## src/rtl/configurable_down_counter.sv

```systemverilog
// ---------------------------------------------------------------------------
// configurable_down_counter
//   Loadable down-counter / timer. A load captures load_value into both the
//   count and the reload register and starts counting toward zero. Reaching
//   zero raises a one-cycle terminal-count pulse. With auto_reload set, the
//   count then restarts from the reload register, which gives a periodic tick.
//
//   Optional feature macro: DOWN_COUNTER_PRESCALE_EN
//     defined   -> one decrement step every PRESCALE clocks while in RUN
//     undefined -> one decrement step every clock while in RUN
//
//   State table
//     state    | meaning
//     S_IDLE   | stopped, count holds (normally 0), tc low
//     S_RUN    | counting down (frozen while hold=1)
//     S_EXPIRE | one cycle after terminal count; reload or stop
//
// Ports
//   clk          in   rising-edge clock
//   rst_n        in   asynchronous active-low reset
//   load         in   capture load_value into count and reload register
//   hold         in   freeze count/prescaler while in RUN
//   auto_reload  in   sampled in EXPIRE: restart from the reload register
//   load_value   in   [WIDTH-1:0] value captured on load
//   count        out  [WIDTH-1:0] current count (registered)
//   tc           out  terminal-count pulse (registered, 1 cycle)
//   busy         out  high in RUN or EXPIRE
// ---------------------------------------------------------------------------
module configurable_down_counter #(
   parameter int WIDTH    = 4,
   parameter int PRESCALE = 4
) (
   input  logic             clk,
   input  logic             rst_n,
   input  logic             load,
   input  logic             hold,
   input  logic             auto_reload,
   input  logic [WIDTH-1:0] load_value,
   output logic [WIDTH-1:0] count,
   output logic             tc,
   output logic             busy
);

   typedef enum logic [1:0] {
      S_IDLE   = 2'd0,
      S_RUN    = 2'd1,
      S_EXPIRE = 2'd2
   } state_t;

   localparam logic [WIDTH-1:0] CNT_ONE = WIDTH'(1);

   state_t           state_q;
   state_t           state_d;
   logic [WIDTH-1:0] count_d;
   logic [WIDTH-1:0] reload_q;
   logic [WIDTH-1:0] reload_d;
   logic             tc_d;
   logic             step;
   logic             load_zero;
   logic             reload_ok;

   assign load_zero = (load_value == '0);
   assign reload_ok = auto_reload && (reload_q != '0);

`ifdef DOWN_COUNTER_PRESCALE_EN
   // PRESCALE of 1 still needs a 1-bit register so the compare is legal.
   localparam int            PW       = (PRESCALE > 1) ? $clog2(PRESCALE) : 1;
   localparam logic [PW-1:0] PRE_LAST = PW'(PRESCALE - 1);
   localparam logic [PW-1:0] PRE_ONE  = PW'(1);

   logic [PW-1:0] presc_q;
   logic [PW-1:0] presc_d;

   assign step = (presc_q == PRE_LAST);

   // Runs only in RUN; anything else (load, IDLE, EXPIRE) parks it at zero so
   // every fresh count gets a full first step.
   always_comb begin
      presc_d = presc_q;
      if (load || (state_q != S_RUN)) begin
         presc_d = '0;
      end else if (!hold) begin
         presc_d = step ? '0 : (presc_q + PRE_ONE);
      end
   end

   always_ff @(posedge clk or negedge rst_n) begin
      if (!rst_n) begin
         presc_q <= '0;
      end else begin
         presc_q <= presc_d;
      end
   end
`else
   assign step = 1'b1;
`endif

   // State register together with the registered outputs it steers.
   always_ff @(posedge clk or negedge rst_n) begin
      if (!rst_n) begin
         state_q  <= S_IDLE;
         count    <= '0;
         reload_q <= '0;
         tc       <= 1'b0;
      end else begin
         state_q  <= state_d;
         count    <= count_d;
         reload_q <= reload_d;
         tc       <= tc_d;
      end
   end

   // Next-state logic. Load overrides everything, including the EXPIRE cycle.
   always_comb begin
      state_d = state_q;
      if (load) begin
         state_d = load_zero ? S_IDLE : S_RUN;
      end else begin
         unique case (state_q)
            S_IDLE: state_d = S_IDLE;
            S_RUN: begin
               // count==0 in RUN should never happen; drop out rather than wrap.
               if (count == '0) begin
                  state_d = S_IDLE;
               end else if (!hold && step && (count == CNT_ONE)) begin
                  state_d = S_EXPIRE;
               end
            end
            S_EXPIRE: state_d = reload_ok ? S_RUN : S_IDLE;
            default:  state_d = S_IDLE;
         endcase
      end
   end

   // Output / datapath next values. tc defaults low so it can only ever be a
   // single-cycle pulse.
   always_comb begin
      count_d  = count;
      reload_d = reload_q;
      tc_d     = 1'b0;
      if (load) begin
         count_d  = load_value;
         reload_d = load_value;
      end else begin
         unique case (state_q)
            S_RUN: begin
               if ((count != '0) && !hold && step) begin
                  count_d = count - CNT_ONE;
                  tc_d    = (count == CNT_ONE);
               end
            end
            S_EXPIRE: begin
               if (reload_ok) begin
                  count_d = reload_q;
               end
            end
            default: begin
               count_d = count;
            end
         endcase
      end
   end

   assign busy = (state_q != S_IDLE);

endmodule

```

## config.mk

```make
export PLATFORM = sky130hd
export DESIGN_NAME = configurable_down_counter
export DESIGN_NICKNAME = d
export VERILOG_FILES = /design/src/rtl/configurable_down_counter.sv
export SDC_FILE = /design/constraint.sdc
export NUM_CORES = 1
export LEC_CHECK = 0
export BUFFER_PORTS_ARGS = -buffer_cell sky130_fd_sc_hd__buf_2
export CORE_MARGIN = 2
export CORE_UTILIZATION = 51
export DETAILED_ROUTE_END_ITERATION = 8
export PLACE_DENSITY = 0.77
export SYNTH_ARGS = -nofsm -noshare
export SYNTH_HDL_FRONTEND = slang
export SYNTH_SLANG_ARGS = --single-unit
```

## constraint.sdc

```tcl
create_clock -name clk -period 2.2 [get_ports clk]
set_input_delay 0.33 -clock clk [delete_from_list [all_inputs] [get_ports clk]]
set_output_delay 0.33 -clock clk [all_outputs]
set_load 0.005 [all_outputs]
```

# After elaboration in Yosys (flattened, before gate mapping)
# Cells that the tools add are included.
# word_totals
output_inout_bits,6
wordCells,35
inputBits,9
ff_bits,11
# classes
reduce_logical,11
n_eq_ne,6
mux,13
addsub,1
# op_table
cell,count
two-way mux 4 bit,3
logical NOT 4 bit,2
one-hot mux 4 bit (2 select lines),1
nonzero test 4 bit,2
two-way mux 2 bit,3
inequality test 3 bit (second input constant),2
two-way mux 1 bit,5
== test 4 x 1 -> 1 bit (second input constant),1
inequality test 4 bit (second input constant),1
one-hot mux 2 bit (2 select lines),1
subtractor 4 x 1 -> 4 bit (second input constant),1
logical AND 1 bit,3
AND reduction 3 bit,1
nonzero test 3 bit,1
== test 2 x 1 -> 1 bit (second input constant),1
== test 2 bit (second input constant),1
nonzero test 2 bit,1
logical NOT 1 bit,1

# Logic depth before layout (Yosys ltp)
# depth
ltp_word,6
ltp_mapped,7
mapped_depth_nobuf,6

# Worst setup path after synthesis
# No wires, ideal clock.
# synth_path
path_type,register to register
from,register count[0]
to,register count[2]
required_ns,2.075
path_slack_ns,0.309
setup_time_ns,0.125
period_less_slack_ns,1.891
path_stages_with_launch,7
n_path_buf,0
arrival_ns,1.766
cell_sequence,dfrtp_1 > inv_1 > ha_1 > or3b_1 > a31o_1 > a21oi_4 > mux2_4
# synth_between
elab_chain_len,4
word_cells_on_any_way,8
cone_classes,1 x add/sub; 1 x eq/ne; 3 x mux; 3 x reduce/logical
# synth_lines
element,line_no,rtl
"start, declared",39,"output logic [WIDTH-1:0] count,"
"start signal, assigned",107,count <= count_d;
subtractor 4 x 1 -> 4 bit or nonzero test 4 bit (tied branches),"148, 147",
two-way mux 4 bit or logical AND 1 bit (tied branches),147,if ((count != '0) && !hold && step) begin
one-hot mux 4 bit (2 select lines) or inequality test 3 bit (tied branches),n/a,
two-way mux 4 bit or AND reduction 3 bit (tied branches),n/a,
# Several ways; a longest one is shown, not always the timed one. The select of a mux whose other input is x is not followed.
# A chain may end at the register's enable or synchronous reset.

# Worst setup path after layout
# layout_path
from,register count[0]
to,register count[3]
# Same word-level chain as after synthesis.

==> impl_metrics.tcl <==
set metrics [dict create \
    avgSynthCellArea_um2 9.69 \
    final_antenna_net_count 0 \
    fin_util 0.636 \
    clockPowerShare 0.189 \
    path_delay_family "compound AO/OA/AOI/OAI gates" \
    cp_num_buf_inv 1 \
    grt_max_degree 18 \
    cts_root_buffer "clkbuf_4" \
    crit_required_ns 2.35 \
    drc_errors 0 \
    io_buffers 14 \
    hold_class "input pin to flop" \
    core_area_mm2 0.00128 \
    rsz0062_at_grt "false" \
    wl_per_cell_um 13.2 \
    setup_tns_ns 0 \
    grt_pass1_wl_um 2390 \
    syn-cell-area_um2 688 \
    synth_fp_nets 85 \
    p_per_area_mw_per_mm2 871 \
    vias 591 \
    via_per_inst 5.68 \
    period_needed_ns 2.01 \
    ios 15 \
    clkTransAtPathRegs_ns 0.07 \
    arrival_ns 2.16 \
    drt_iter0_drc 4 \
    gp_congestion 0.851 \
    die_y_um 40.7 \
    synth-seq-cells 11 \
    hold_buffers 1 \
    intPower_uw 460 \
    cts_max_path_buffers 2 \
    ys_seq_area_frac 0.400 \
    setup_violations 0 \
    syn2layout_area_growth_pct 18.7 \
    rows 13 \
    end_kind "flop" \
    seq_power_share 0.428 \
    ir_drop_mv 0.620 \
    worst_pin_slew_ns 0.360 \
    cp_slowest_cell "dfrtp_1" \
    final.period_utilization 0.914 \
    hold_viol 0 \
    cts_sinks 11 \
    grt_pass1_vias 565 \
    ys_types 27 \
    cpPeakStageDelay_ns 0.43 \
    p_switching_uw 252 \
    leakage_uw 0.000397 \
    netSwitchingFraction 0.354 \
    critPathLaunchType "flop" \
    start_util 0.536 \
    cts_resized 0 \
    antenna_found_initial 0 \
    grt.total_usage 0.225 \
    drive_gt1_frac 0.258 \
    cap_violations 0 \
    fmax_mhz 497 \
    numCtsBuffers 3 \
    drt_wl_total_um 1380 \
    synthCells 71 \
    antennaDiodeCount 0 \
    post-cts-setup-buffers 0 \
    cts_htree_levels 1 \
    p_comb_frac 0.383 \
    die_w_um 40.7 \
    worstSkewPairLatency_ns 0.26 \
    grt-ovfl-total 0 \
    cp_max_fo 6 \
    relSlewSlack 0.757 \
    synth_warnings 0 \
    path_cells "inv_1 -> ha_1 -> or3b_1 -> a31o_1 -> a21oi_4 -> mux2_4" \
    cts_tree "done" \
    drt-pass1-iter-count 4 \
    status "finished clean" \
    fin_worst_skew_ns 0.0105 \
    dp_hpwl_um 1090 \
    die_area_mm2 0.00166 \
    maxSlewViolCount 0 \
    final_nets 104 \
    critPathKind "flop to flop" \
]
power groups by stage:
| stage | clock network, uW | registers [uW] | logic, uW |
|---|---|---|---|
| after floorplan | 0 | 298 | 180 |
| final | 134 | 305 | 273 |
| after detailed placement | 0 | 309 | 274 |
| after global routing | 146 | 317 | 314 |
| after CTS | 137 | 305 | 276 |
| after global placement | 0 | 304 | 266 |
area by class of cell:
class | instances | area [um^2]
Fill cell | 124 | 468
Inverter | 10 | 37.5
Clock buffer | 4 | 26.3
Sequential cell | 11 | 275
Tap cell | 15 | 18.8
Multi-Input combinational cell | 47 | 364
Timing Repair Buffer | 17 | 95.1
stage by stage:
stage / hold WS [ns] / instances / worst slack (ns) / power (uW) / instance area, um^2
4_1_cts: 0.315 / 104 / 0.200 / 717 / 817
6_report: 0.312 / 104 / 0.190 / 712 / 817
3_3_place_gp: 0.212 / 99 / 0.292 / 570 / 781
2_1_floorplan: 0.0344 / 71 / 0.309 / 479 / 688
3_5_place_dp: 0.213 / 99 / 0.211 / 582 / 781
5_1_grt: 0.341 / 104 / 0.0926 / 778 / 817
cell usage after synthesis:
master	number	area, um^2
a211oi_1	1	7.51
clkbuf_1	3	11.3
inv_1	10	37.5
o221ai_1	1	8.76
ha_1	5	62.6
o21ai_0	8	40.0
nor4b_1	1	8.76
o31a_1	2	17.5
nand2_1	5	18.8
dfrtp_1	11	275
or3b_1	1	8.76
nor2b_1	1	6.26
mux2_4	2	30.0
o41ai_1	2	17.5
nand3b_1	1	7.51
xor2_1	1	8.76
nor4_1	1	6.26
nand2b_1	1	6.26
mux2i_1	3	30.0
nor3_1	1	5.00
mux2_2	1	11.3
a21o_1	1	7.51
a21oi_1	2	10.0
nor2_1	3	11.3
a31o_1	1	8.76
a21oi_4	1	16.3
a211o_1	1	8.76
flip-flops by register name, summed over array words and instances (netlist names):
| register | flops |
|---|---|
| count | 4 |
| state_q | 2 |
| tc | 1 |
| reload_q | 4 |
worst paths after layout:
check / startpoint / end / slack [ns] / depth (start not counted)
max in group asynchronous: rst_n / reload_q[2] / 1.52 / 2
max: count[0] / count[3] / 0.19 / 6
max reg2reg: count[0] / count[3] / 0.19 / 6
min in group asynchronous: rst_n / tc / 0.46 / 2
min: load_value[0] / reload_q[0] / 0.31 / 3
min reg2reg: reload_q[1] / reload_q[1] / 0.55 / 1
metal layers:
metal  GRT usage  wire, um  vias to the layer above
met5           0         0                        -
met4       0.108        10                        0
met3      0.0380        95                        2
met2       0.389       691                       18
met1       0.266       578                      286
li1            -         -                      285
logic make-up after synthesis:
logic type	share of synthesized area
mux	0.104
flops	0.400
simple gates	0.115
buf+inv	0.0709
compound gates	0.207
xor+xnor	0.0127
fa+ha+maj	0.0909
placed cells by master, fill, tap and decap left out:
| master | instances |
|---|---|
| buf_2 | 14 |
| dfrtp_1 | 11 |
| inv_1 | 10 |
| o21ai_0 | 8 |
| nand2_1 | 5 |
| ha_1 | 5 |
| nor2_1 | 3 |
| mux2i_1 | 3 |
| clkbuf_4 | 3 |
| o31a_1 | 2 |
| o41ai_1 | 2 |
| mux2_4 | 2 |
| a21oi_1 | 2 |
| buf_4 | 2 |
| nor4b_1 | 1 |
| or3b_1 | 1 |
| nand3b_1 | 1 |
| nor4_1 | 1 |
| nor3_1 | 1 |
| a21o_1 | 1 |
| nor2b_1 | 1 |
| a31o_1 | 1 |
| a21oi_4 | 1 |
| a211oi_1 | 1 |
| a211o_1 | 1 |
| mux2_2 | 1 |
| xor2_1 | 1 |
| nand2b_1 | 1 |
| o221ai_1 | 1 |
| clkbuf_1 | 1 |
| dlygate4sd3_1 | 1 |
worst register-to-register path, cell delays in order (launching register included):
cell and delay, ns:
dfrtp_1 0.43, inv_1 0.10, ha_1 0.18, or3b_1 0.37, a31o_1 0.27, a21oi_4 0.22
mux2_4 0.33
Note: power is estimated with default switching activity, not from simulation.
